File: src/rtl/write_address_verifier.sv
// Checks that accepted Avalon-MM write beats follow base, base+STRIDE, ... for a configured count.
// Optional WAV_OVERRUN_CHECK_EN: an accepted beat after completion is reported as an error.
module write_address_verifier #(
    parameter int ADDR_W = 32,
    parameter int STRIDE = 8,
    parameter int CNT_W  = 16
) (
    input  logic              clock,
    input  logic              reset,
    input  logic [ADDR_W-1:0] io_cfg_base,
    input  logic [CNT_W-1:0]  io_cfg_count,
    input  logic              io_start,
    input  logic [ADDR_W-1:0] io_mon_address,
    input  logic              io_mon_write,
    input  logic              io_mon_waitrequest,
    output logic              io_busy,
    output logic              io_done,
    output logic              io_error,
    output logic [ADDR_W-1:0] io_errAddr,
    output logic [CNT_W-1:0]  io_errIndex,
    output logic [4:0]        io___dbgInfo
);

    typedef enum logic [1:0] {
        S_IDLE  = 2'b00,
        S_RUN   = 2'b01,
        S_DONE  = 2'b10,
        S_ERROR = 2'b11
    } state_t;

    state_t            state_q, state_d;
    logic [CNT_W-1:0]  index_q, index_d;
    logic [CNT_W-1:0]  count_q, count_d;
    logic [CNT_W-1:0]  err_index_q, err_index_d;
    logic [ADDR_W-1:0] exp_q, exp_d;
    logic [ADDR_W-1:0] err_addr_q, err_addr_d;
    logic              busy_q, done_q, error_q;
    logic [4:0]        dbg_q;

    logic              accept;
    logic [CNT_W-1:0]  index_inc;

    assign accept    = io_mon_write && !io_mon_waitrequest;
    assign index_inc = index_q + CNT_W'(1);

    always_comb begin
        state_d     = state_q;
        index_d     = index_q;
        count_d     = count_q;
        exp_d       = exp_q;
        err_addr_d  = err_addr_q;
        err_index_d = err_index_q;
        unique case (state_q)
            S_RUN: begin
                // Start is ignored while a run is in progress.
                if (accept) begin
                    if (io_mon_address == exp_q) begin
                        index_d = index_inc;
                        exp_d   = exp_q + ADDR_W'(STRIDE);
                        if (index_inc == count_q) state_d = S_DONE;
                    end else begin
                        state_d     = S_ERROR;
                        err_addr_d  = io_mon_address;
                        err_index_d = index_q;
                    end
                end
            end
            default: begin
                // IDLE, DONE and ERROR all re-arm identically; a beat in the start cycle is not checked.
                if (io_start) begin
                    count_d     = io_cfg_count;
                    index_d     = '0;
                    exp_d       = io_cfg_base;
                    err_addr_d  = '0;
                    err_index_d = '0;
                    state_d     = (io_cfg_count == '0) ? S_DONE : S_RUN;
                end
`ifdef WAV_OVERRUN_CHECK_EN
                else if (state_q == S_DONE && accept) begin
                    state_d     = S_ERROR;
                    err_addr_d  = io_mon_address;
                    err_index_d = count_q;
                end
`endif
            end
        endcase
    end

    always_ff @(posedge clock or posedge reset) begin
        if (reset) begin
            state_q     <= S_IDLE;
            index_q     <= '0;
            count_q     <= '0;
            exp_q       <= '0;
            err_addr_q  <= '0;
            err_index_q <= '0;
            busy_q      <= 1'b0;
            done_q      <= 1'b0;
            error_q     <= 1'b0;
            dbg_q       <= '0;
        end else begin
            state_q     <= state_d;
            index_q     <= index_d;
            count_q     <= count_d;
            exp_q       <= exp_d;
            err_addr_q  <= err_addr_d;
            err_index_q <= err_index_d;
            // Flags and status code are flopped from next-state so outputs come straight from registers.
            busy_q      <= (state_d == S_RUN);
            done_q      <= (state_d == S_DONE);
            error_q     <= (state_d == S_ERROR);
            dbg_q       <= {state_d, index_d[2:0]};
        end
    end

    assign io_busy      = busy_q;
    assign io_done      = done_q;
    assign io_error     = error_q;
    assign io_errAddr   = err_addr_q;
    assign io_errIndex  = err_index_q;
    assign io___dbgInfo = dbg_q;

endmodule

File: config.mk
export PLATFORM = sky130hd
export DESIGN_NAME = write_address_verifier
export DESIGN_NICKNAME = d
export VERILOG_FILES = /design/src/rtl/write_address_verifier.sv
export SDC_FILE = /design/constraint.sdc
export NUM_CORES = 1
export LEC_CHECK = 0
export ABC_AREA = 1
export CAP_MARGIN = 20
export CORE_MARGIN = 2
export CORE_UTILIZATION = 38
export CTS_CLUSTER_SIZE = 16
export DETAILED_ROUTE_END_ITERATION = 8
export GPL_ROUTABILITY_DRIVEN = 0
export MAX_ROUTING_LAYER = met4
export PLACE_DENSITY = 0.69
export SYNTH_ARGS = -nofsm -noshare
export SYNTH_HDL_FRONTEND = slang
export SYNTH_SLANG_ARGS = --single-unit
File: constraint.sdc
create_clock -name clock -period 5.1 [get_ports clock]
set_clock_uncertainty 0.15 [all_clocks]
set_input_delay 1.02 -clock clock [delete_from_list [all_inputs] [get_ports clock]]
set_output_delay 1.02 -clock clock [all_outputs]
set_load 0.1 [all_outputs]
==> results of run 1 <==
critical path, delay by kind of cell:
family | cells | cell delay, ns
and+or+nand+nor | 6 | 1.09
buffers and inverters | 2 | 0.87
AOI/OAI and AO/OA | 2 | 0.34
xor gates and xnor gates | 1 | 0.25
synth_stat cells (4+ instances only):
master	instances	area, µm²
nand2_1	212	796
dfrtp_1	117	2930
nand3_1	103	515
inv_1	99	372
nor2_1	74	278
o21ai_0	68	340
nand4_1	28	175
o22ai_1	24	150
xor2_1	18	158
nor3_1	14	70.1
a21oi_1	13	65.1
clkbuf_1	12	45.0
o21ai_1	10	50.1
buf_2	9	45.0
buf_4	8	60.1
mux2_2	7	78.8
nor4_1	7	43.8
buf_6	6	67.6
xnor2_1	6	52.6
nand2_2	5	31.3
nand3b_1	5	37.5
nor2_2	5	31.3
nor2_4	5	56.3
a22oi_1	4	30.0
a31oi_2	4	50.1
inv_2	4	15.0
o211ai_1	4	30.0
worst max-delay path by stage:
stage,cells after the start,slack (ns),end
2_1_floorplan,1,0.83,count_q[0]$_DFFE_PP0P_
6_report,11,1.71,exp_q[31]$_DFFE_PP0P_
3_5_place_dp,11,1.27,io_errAddr[19]$_DFFE_PP0P_
4_1_cts,11,1.69,exp_q[31]$_DFFE_PP0P_
5_1_grt,11,1.45,exp_q[31]$_DFFE_PP0P_
3_3_place_gp,11,1.25,io_errAddr[19]$_DFFE_PP0P_
state kept, by name, summed over array words and instances, names as in the netlist:
name,count
count_q,16
exp_q,32
index_q,13
io___dbgInfo,5
io_busy,1
io_done,1
io_errAddr,32
io_errIndex,16
io_error,1
where the power goes:
group	internal, µW	switching (µW)
logic	478	994
registers	1150	269
clock network	895	424
kinds of logic (layout without fill, tap and decap cells):
kind of cell | Yosys count | after routing
simple gates | 465 | 465
buf+inv | 141 | 283
compound gates | 129 | 129
flops | 117 | 117
xor+xnor | 25 | 25
mux | 7 | 7
fa+ha+maj | 2 | 2
layer usage:
layer / vias up / share of wire (%) / track usage [%]
met5: - / 0 / -
li1: 3193 / - / -
met2: 243 / 47 / 35.1
met1: 3069 / 44 / 28.4
met3: 38 / 7.2 / 5.63
met4: 0 / 2.2 / 7.33
stage by stage:
step	util, %	cell area (µm²)	instances
2_1_floorplan	-	6720	886
3_3_place_gp	47.7	8250	1221
3_5_place_dp	47.7	8250	1221
4_1_cts	51.5	8900	1253
5_1_grt	51.5	8900	1253
6_report	51.5	8900	1253
area by class of cell:
cell class / instances / area share, %
Multi-Input combinational cell: 628 / 35.7
Sequential cell: 117 / 32.9
Timing Repair Buffer: 147 / 16.5
Clock buffer: 25 / 5.79
Inverter: 104 / 4.41
Tap cell: 225 / 3.16
Clock inverter: 7 / 1.57
==> impl_results.md, run 1 <==
* Pwr Density at roughly 470 nW/µm²
* Most used cell along the critical path: o21ai_0
* Pre-CTS setup slack at ~1.3 ns
* TritonCTS Buffers at 17
* Cells along the critical path: clkdlybuf4s50_1 -> xnor2_1 -> nand3_1 -> nor2_1 -> nand2_1 -> nor2_2 -> nand3_4 -> nand2_2 -> buf_4 -> o21ai_0 -> o21ai_0
* Synth cell types at 37
* Max-cap violations at 0
* H-tree Lvls at 4
* Setup crit start kind: input port
* Setup Viol. Count Final at 0
* First-pass GRT wire length at 31.5 mm
* CTS Sinks at 117
* Most common flop cell mapped by yosys: dfrtp_1
* Ant diodes at 0
* CP required at 5.30 ns
* GRT Util Overall at between 20 and 25%
* Fillers at around 1700
* First drt pass iteration count at 5
* Worst-margin pin slew at 1.01 ns
* Chip Height at 137 µm
* Syn avg cell area at around 7.6 µm²
* Sequential area share after synthesis at 43.6%
* Slowest-stage cell, CP: clkdlybuf4s50_1
* Grt total ovfl at 0
* LEAKAGE at approximately 0.004 µW
* VDD IR max at slightly below 0.3 mV
* Number of synthesized flops with an enable pin at 0
* CTS Hold Bufs at 0
* RSZ-0062 raised after global routing: false
* Critical path class: input port to flip-flop
* Core ar. at 17300 µm²
* Compound-cell area share of the yosys netlist at 10.8%
* Core Rows at 48
* Worst Hold Class: flip-flop to flip-flop
* Layout area overhead at 32.6%
* Hold slack at around 0.34 ns
* CTS Root Cell: clkbuf_16
* Commonest non-fill, non-tap cells in the layout: nand2_1 (210), clkdlybuf4s50_1 (140), dfrtp_1 (117), nand3_1 (103), inv_1 (98)
* Total die area at approximately 19000 µm²
* Final ANT Viol Nets at 0
* Synth Cell Area at 6720 µm²
* Async S/R FF share, synth at 100%
* Footprint of the multi-input gates at 3180 µm²
* R2R Path Start: io___dbgInfo[4]$_DFF_PP0_
* Reg2Reg Setup Slack at 1.80 ns
* Depth of the worst hold-timing path at 2
* Clock transition at path regs at 0.06 ns
* Sum Neg Setup Slack at 0 ns
* Post-synthesis simple-gate area fraction at 31.4%
* Worst R2R Path Depth at 8
* DR WL/cell at 15.6 µm
* Vias in the first global route at 6311
* CP peak stage delay at about 0.49 ns
* Status: completed
* Setup repair bufs after CTS at 0
* Synth Register Bits at between 100 and 150
* Total Power at 4210 µW
* Starting DRT DRC Count at between 400 and 500
* Yosys warnings at 0
* Residual DRC at 0
* Clock buffer depth at 2
* Synth Area in XOR/XNOR at between 3 and 4%
* Max Fclk at 295 MHz
* Critical Path Source: io_mon_address[21]
* Gate count after technology mapping at 886
* Detailed-route via count at 6543
* Post-synth net total at 973
* Post-layout min period at 3.39 ns
* Slew Viols, Final at 0
* Hold endpoint: count_q[11]$_DFFE_PP0P_
* Hold Fails Final Rpt at 0
* Critical Path End Type: flip-flop
* Largest family of logic cells by synthesized area: simple AND/OR/NAND/NOR gates
* Final critical-path share of the clock period at 66.5%
* Largest net degree at the start of global routing at 78
* PnR worst setup slack at between 1.5 and 2 ns
* CTS tree: built
* Commonest non-fill, non-tap cell in the layout: nand2_1
* I/O pin cnt at 141
* Worst Path Arrival at ~3.6 ns
* Initial Util at 38.8%
* Total Nets Final at 1102
* Detailed placement HPWL at 14.5 mm
* Clk_lat worst skew at 0.42 ns
* Die X at 137 µm
* Sequential cell area at 2930 µm²
* Critical hold path startpoint: count_q[11]$_DFFE_PP0P_
* Crit-path max FO at 32
* Area share of fa/ha/maj cells after synthesis at 0.373%
* Vias per cell at approximately 5.2
* Ratio of cells with drive above 1 in the final layout at between 7 and 8%
* Mux share of post-synthesis cell area at under 10%
* Post-CTS sizing at 0
* Reg-to-Reg End: exp_q[31]$_DFFE_PP0P_
* Port buffer count at 140
* Antenna violations before repair at 0
* Headroom to the max-slew limit at between 30% and 40%
* WL final at 19.6 mm
No activity file was read; power rests on OpenSTA's default activity.
==> run 2, diff against run 1 <==
- PLACE_DENSITY: 0.69 -> 0.72
- clock period: 5.1 -> 2.9 ns (I/O delays scaled with it)
==> impl_results.md, run 2 (same netlist as run 1, synthesis figures left out) <==
* Total Nets Final at 1109 (+0.64%)
* Vias per cell at 5.18 (-0.84%)
* Most used cell along the critical path: nor2_1
* RSZ-0062 raised after global routing: false
* Post-layout min period at 2.55 ns
* VDD IR max at 0.591 mV (+100%)
* Fillers at 1673 (+0.060%)
* Clock share of power at 30.6% (-0.7 points)
* Starting DRT DRC Count at 482 (-1.4%)
* CTS Root Cell: clkbuf_16
* CP required at 3.06 ns (-2.24 ns)
* Commonest non-fill, non-tap cells in the layout: nand2_1 (210), dfrtp_1 (117), nand3_1 (103), inv_1 (98), clkdlybuf4s50_1 (84)
* Setup crit start kind: flip-flop
* I/O pin cnt at 141 (unchanged)
* Headroom to the max-slew limit at 55.1% (+22 points)
* Hold Fails Final Rpt at 0 (unchanged)
* Post-CTS sizing at 0 (unchanged)
* Cells along the critical path: ha_1 -> nand3_2 -> inv_1 -> nand3_1 -> nor2_1 -> nand2_1 -> nor2_1 -> nand2_1 -> xor2_1 -> nor2_1 -> o22ai_1
* First drt pass iteration count at 5 (unchanged)
* Status: completed
* H-tree Lvls at 4 (unchanged)
* Detailed placement HPWL at 14.2 mm (-1.9%)
* Ratio of cells with drive above 1 in the final layout at 13.5% (+6.1 points)
* Largest net degree at the start of global routing at 118 (+51%)
* Worst-margin pin slew at 0.674 ns (-0.331 ns)
* Worst Hold Class: flip-flop to flip-flop
* PnR worst setup slack at 0.350 ns (-1.36 ns)
* Port buffer count at 140 (unchanged)
* First-pass GRT wire length at 31.0 mm (-1.5%)
* Die X at 137 µm (unchanged)
* Sum Neg Setup Slack at 0 ns (unchanged)
* Pwr Density at 823 nW/µm² (+74%)
* Core ar. at 17300 µm² (unchanged)
* Residual DRC at 0 (unchanged)
* Cells after DPL at 1228 (+0.57%)
* Initial Util at 38.8% (unchanged)
* LEAKAGE at 0.00411 µW (+3.0%)
* Net Switching at 2980 µW (+77%)
* Max Fclk at 392 MHz
* Vias in the first global route at 6308 (-0.048%)
* Detailed-route via count at 6524 (-0.29%)
* Max-cap violations at 0 (unchanged)
* GRT Util Overall at 22.1% (-0.24 points)
* Comb pwr share at 35.3% (+0.3 points)
* Final ANT Viol Nets at 0 (unchanged)
* Ant diodes at 0 (unchanged)
* Final critical-path share of the clock period at between 80% and 90%
* Sequential cell area at 2930 µm² (unchanged)
* Critical Path End Type: flip-flop
* Core Rows at 48 (unchanged)
* Commonest non-fill, non-tap cell in the layout: nand2_1
* CTS Sinks at 117 (unchanged)
* CP peak stage delay at 0.46 ns (-0.03 ns)
* Crit-path max FO at 5 (-84%)
* Pre-CTS setup slack at 0.123 ns (-1.15 ns)
* CTS Hold Bufs at 0 (unchanged)
* Hold slack at 0.334 ns (-0.00243 ns)
* Slew Viols, Final at 0 (unchanged)
* TritonCTS Buffers at 17 (unchanged)
* Switching share of total power at 41.0% (+0.91 points)
* Setup repair bufs after CTS at 0 (unchanged)
* Antenna violations before repair at 0 (unchanged)
* Final non-filler cell total at 1260 (+0.56%)
* Grt total ovfl at 0 (unchanged)
* Slowest-stage cell, CP: dfrtp_1
* Footprint of the multi-input gates at 3180 µm² (unchanged)
* DR WL/cell at 15.4 µm (-1.7%)
* Seq pwr share at 34.0% (+0.3 points)
* Total die area at 18800 µm² (unchanged)
* WL final at 19.3 mm (-1.2%)
* Int Pwr at 4290 µW (+70%)
* Clk_lat worst skew at 0.43 ns (about the same)
* Layout area overhead at 31.6%
* Clock transition at path regs at 0.06 ns (about the same)
* Chip Height at 137 µm (unchanged)
* CTS tree: built
* Critical path class: flip-flop to flip-flop
* Worst Path Arrival at 2.71 ns (-0.87 ns)
* Clock buffer depth at 2 (unchanged)
* Setup Viol. Count Final at 0 (unchanged)
-- run 2: cell types whose count changed in the layout (fill, tap and decap cells not counted), sizes merged --
cell and delta:
buf +63, bufinv -1, clkbuf -3, clkdlybuf4s50 -56
clkinv +2, clkinvlp +3, inv -1
-- run 2: worst paths after layout --
| check | from | endpoint | slack, ns | depth (start not counted) |
|---|---|---|---|---|
| max in group asynchronous | reset | exp_q[8]$_DFFE_PP0P_ | 1.55 | 3 |
| worst min-delay path | count_q[11]$_DFFE_PP0P_ | count_q[11]$_DFFE_PP0P_ | 0.33 | 2 |
| worst min register to register | count_q[11]$_DFFE_PP0P_ | count_q[11]$_DFFE_PP0P_ | 0.33 | 2 |
| min in group asynchronous | reset | index_q[3]$_DFFE_PP0P_ | 0.51 | 3 |
| worst max-delay path | exp_q[3]$_DFFE_PP0P_ | exp_q[29]$_DFFE_PP0P_ | 0.35 | 11 |
| worst max register to register | exp_q[3]$_DFFE_PP0P_ | exp_q[29]$_DFFE_PP0P_ | 0.35 | 11 |
-- run 2: cell type report --
type,instances,area share [%]
clock buffer,22,5.48
inverter,104,4.46
multi-input combinational,628,35.9
tap,225,3.18
clock inverter,10,1.66
sequential,117,33.1
timing repair buffer,154,16.2
-- run 2: routing by layer --
layer / vias to the layer above / wire length (µm) / global-route usage (%)
li1: 3207 / - / -
met5: - / 0 / -
met3: 40 / 1150 / 4.00
met1: 3045 / 8480 / 28.5
met4: 0 / 544 / 9.51
met2: 232 / 9180 / 34.3
-- run 2: worst max-delay path: cells and delay by family (launching register included) --
family / cells / cell delay [ns]
buffers and inverters: 1 / 0.11
DFF: 1 / 0.46
adders and majority gates: 1 / 0.26
and+or+nand+nor: 7 / 1.20
xor gates and xnor gates: 1 / 0.16
AOI/OAI and AO/OA: 1 / 0.08
-- run 2: power groups by stage --
| stage | Clock (µW) | Combinational, µW | Sequential, µW |
|---|---|---|---|
| final | 2230 | 2570 | 2480 |
| after global routing | 2340 | 2820 | 2540 |
| after CTS | 2260 | 2580 | 2470 |
| after detailed placement | 0 | 2560 | 2490 |
| after global placement | 0 | 2540 | 2490 |
| after floorplan | 0 | 1280 | 3050 |
-- run 2: through the flow --
stage,util (%),total power (µW),instance area (µm²)
final,51.1,7280,8840
after global routing,51.1,7690,8840
after CTS,51.1,7310,8840
after detailed placement,47.5,5050,8210
after global placement,47.5,5020,8210
after floorplan,-,4340,6720
==> run 3, diff against run 2 <==
- CORE_ASPECT_RATIO: unset -> 0.9
==> impl_results.md, run 3 (same netlist as run 1, synthesis figures left out) <==
* Cell Area, Placed at 8310 µm² (+1.3%)
* H-tree Lvls at 4 (unchanged)
* TritonCTS Buffers at 17 (unchanged)
* Commonest non-fill, non-tap cell in the layout: nand2_1
* Reg2Reg Setup Slack at 0.49 ns (+0.14 ns)
* Detailed placement HPWL at 14.5 mm (+2.4%)
* Commonest non-fill, non-tap cells in the layout: nand2_1 (210), dfrtp_1 (117), nand3_1 (103), inv_1 (98), clkdlybuf4s50_1 (84)
* Initial Util at 38.5% (-0.32 points)
* Reg-to-Reg End: exp_q[29]$_DFFE_PP0P_
* Net Switching at 2960 µW (-0.90%)
* Hold endpoint: io_errAddr[18]$_DFFE_PP0P_
* Switching share of total power at 41.6% (+0.59 points)
* I/O pin cnt at 141 (unchanged)
* GRT Util Overall at 22.5% (+0.36 points)
* Sum Neg Setup Slack at 0 ns (unchanged)
* Clock buffer depth at 2 (unchanged)
* Clk_lat worst skew at 0.42 ns (about the same)
* Final critical-path share of the clock period at 84.7% (-3.2 points)
* Vias in the first global route at 6373 (+1.0%)
* Critical hold path startpoint: io_errAddr[18]$_DFFE_PP0P_
* Pwr Density at 801 nW/µm² (-2.7%)
* Headroom to the max-slew limit at 55.3% (+0.27 points)
* Critical path class: input port to flip-flop
* Ratio of cells with drive above 1 in the final layout at 14.0% (+0.50 points)
* Core Rows at 46 (-4.2%)
* CTS Sinks at 117 (unchanged)
* Max-cap violations at 0 (unchanged)
* Starting DRT DRC Count at 602 (+25%)
* Worst Path Arrival at 2.63 ns (-0.08 ns)
* Slew Viols, Final at 0 (unchanged)
* Worst Hold Class: flip-flop to flip-flop
* Core ar. at 17400 µm² (+0.82%)
* Fillers at 1693 (+1.2%)
* Setup crit start kind: input port
* WL final at 19.5 mm (+0.95%)
* CTS tree: built
* Hold slack at 0.351 ns (+0.0175 ns)
* LEAKAGE at 0.00414 µW (+0.56%)
* Status: completed
* CTS Root Cell: clkbuf_16
* Critical Path End Type: flip-flop
* Vias per cell at 5.15 (-0.54%)
* Antenna violations before repair at 0 (unchanged)
* CP required at 3.07 ns (about the same)
* Grt total ovfl at 0 (unchanged)
* Int Pwr at 4150 µW (-3.3%)
* Chip Height at 130 µm (-5.0%)
* Max Fclk at 407 MHz (+3.8%)
* Ant diodes at 0 (unchanged)
* CTS Hold Bufs at 0 (unchanged)
* Clock transition at path regs at 0.05 ns (about the same)
* Crit-path max FO at 40 (+35)
* Comb pwr share at 36.3% (+1.0 points)
* Total Nets Final at 1117 (+0.72%)
* Residual DRC at 0 (unchanged)
* Seq pwr share at 35.0% (+1.0 points)
* PnR worst setup slack at 0.443 ns (+0.0929 ns)
* RSZ-0062 raised after global routing: false
* Detailed-route via count at 6597 (+1.1%)
* Total die area at 18800 µm² (about the same)
* Die X at 144 µm (+5.3%)
* DR WL/cell at 15.2 µm (-0.71%)
* Layout area overhead at 32.2%
* Port buffer count at 140 (unchanged)
* Worst R2R Path Depth at 11 (unchanged)
* Setup Viol. Count Final at 0 (unchanged)
* Largest net degree at the start of global routing at 59 (-50%)
* R2R Path Start: exp_q[3]$_DFFE_PP0P_
* Post-CTS sizing at 0 (unchanged)
* Setup repair bufs after CTS at 0 (unchanged)
* First-pass GRT wire length at 31.7 mm (+2.0%)
* Final ANT Viol Nets at 0 (unchanged)
* Clock share of power at 28.6% (-2.0 points)
* Pre-CTS setup slack at -0.0453 ns (-0.168 ns)
* Depth of the worst hold-timing path at 2 (unchanged)
* VDD IR max at 0.524 mV (-11%)
* Hold Fails Final Rpt at 0 (unchanged)
* Final instance area at 8880 µm² (+0.42%)
* Post-layout min period at 2.46 ns (-0.0929 ns)
* Worst-margin pin slew at 0.668 ns (-0.00541 ns)
* First drt pass iteration count at 5 (unchanged)
==> run 3: cell count changes in the layout (fill, tap and decap cells not counted), sizes merged <==
cell / previous run / this run
clkinv: 4 / 6
clkinvlp: 5 / 4
clkbuf: 22 / 20
buf: 70 / 78
bufinv: 3 / 2
==> run 3: final cells by class <==
| cell class | instances | area, µm² | share of cell area (%) |
|---|---|---|---|
| Sequential cell | 117 | 2930 | 33.0 |
| Inverter | 104 | 394 | 4.44 |
| Timing Repair Buffer | 162 | 1510 | 17.1 |
| Tap cell | 240 | 300 | 3.38 |
| Multi-Input combinational cell | 628 | 3180 | 35.8 |
| Clock inverter | 10 | 108 | 1.21 |
| Clock buffer | 20 | 457 | 5.14 |
==> run 3: worst max-delay path by stage <==
stage,from,to,depth (start not counted)
detailed placement,io_mon_address[21],io_errAddr[19]$_DFFE_PP0P_,11
CTS,io_mon_address[21],io_errAddr[19]$_DFFE_PP0P_,11
finish,io_mon_address[21],io_errAddr[19]$_DFFE_PP0P_,11
global route,exp_q[3]$_DFFE_PP0P_,exp_q[29]$_DFFE_PP0P_,11
floorplan,io___dbgInfo[3]$_DFF_PP0_,index_q[10]$_DFFE_PP0P_,9
global placement,io_mon_address[21],io_errAddr[19]$_DFFE_PP0P_,11
==> run 3: per-layer routing <==
metal  vias up  track usage (%)  wire length, µm
li1       3231                -                -
met1      3124             29.2             8630
met2       221             35.5             9250
met3        21             5.61             1430
met4         0             5.88              219
met5         -                -                0
==> run 3: through the flow <==
step,power (µW),instances,utilization [%]
2_1_floorplan,4340,886,-
3_3_place_gp,5030,1251,47.7
3_5_place_dp,5080,1251,47.7
4_1_cts,7140,1281,50.9
5_1_grt,7520,1281,50.9
6_report,7110,1281,50.9
==> run 3: critical path: stages <==
cell and delay, ns:
clkdlybuf4s50_1 0.55, xnor2_1 0.17, nand3_1 0.11, nor2_1 0.16, nand2_1 0.08, nor2_2 0.20, nand2_2 0.14, nand2_2 0.18
buf_12 0.21, nand3_1 0.11, o21ai_0 0.12
==> run 3: power by group through the flow <==
stage / Combinational (µW) / Sequential (µW) / Clock (µW)
3_5_place_dp: 2580 / 2500 / 0
4_1_cts: 2600 / 2480 / 2070
3_3_place_gp: 2540 / 2490 / 0
2_1_floorplan: 1280 / 3050 / 0
5_1_grt: 2830 / 2550 / 2140
6_report: 2580 / 2490 / 2040
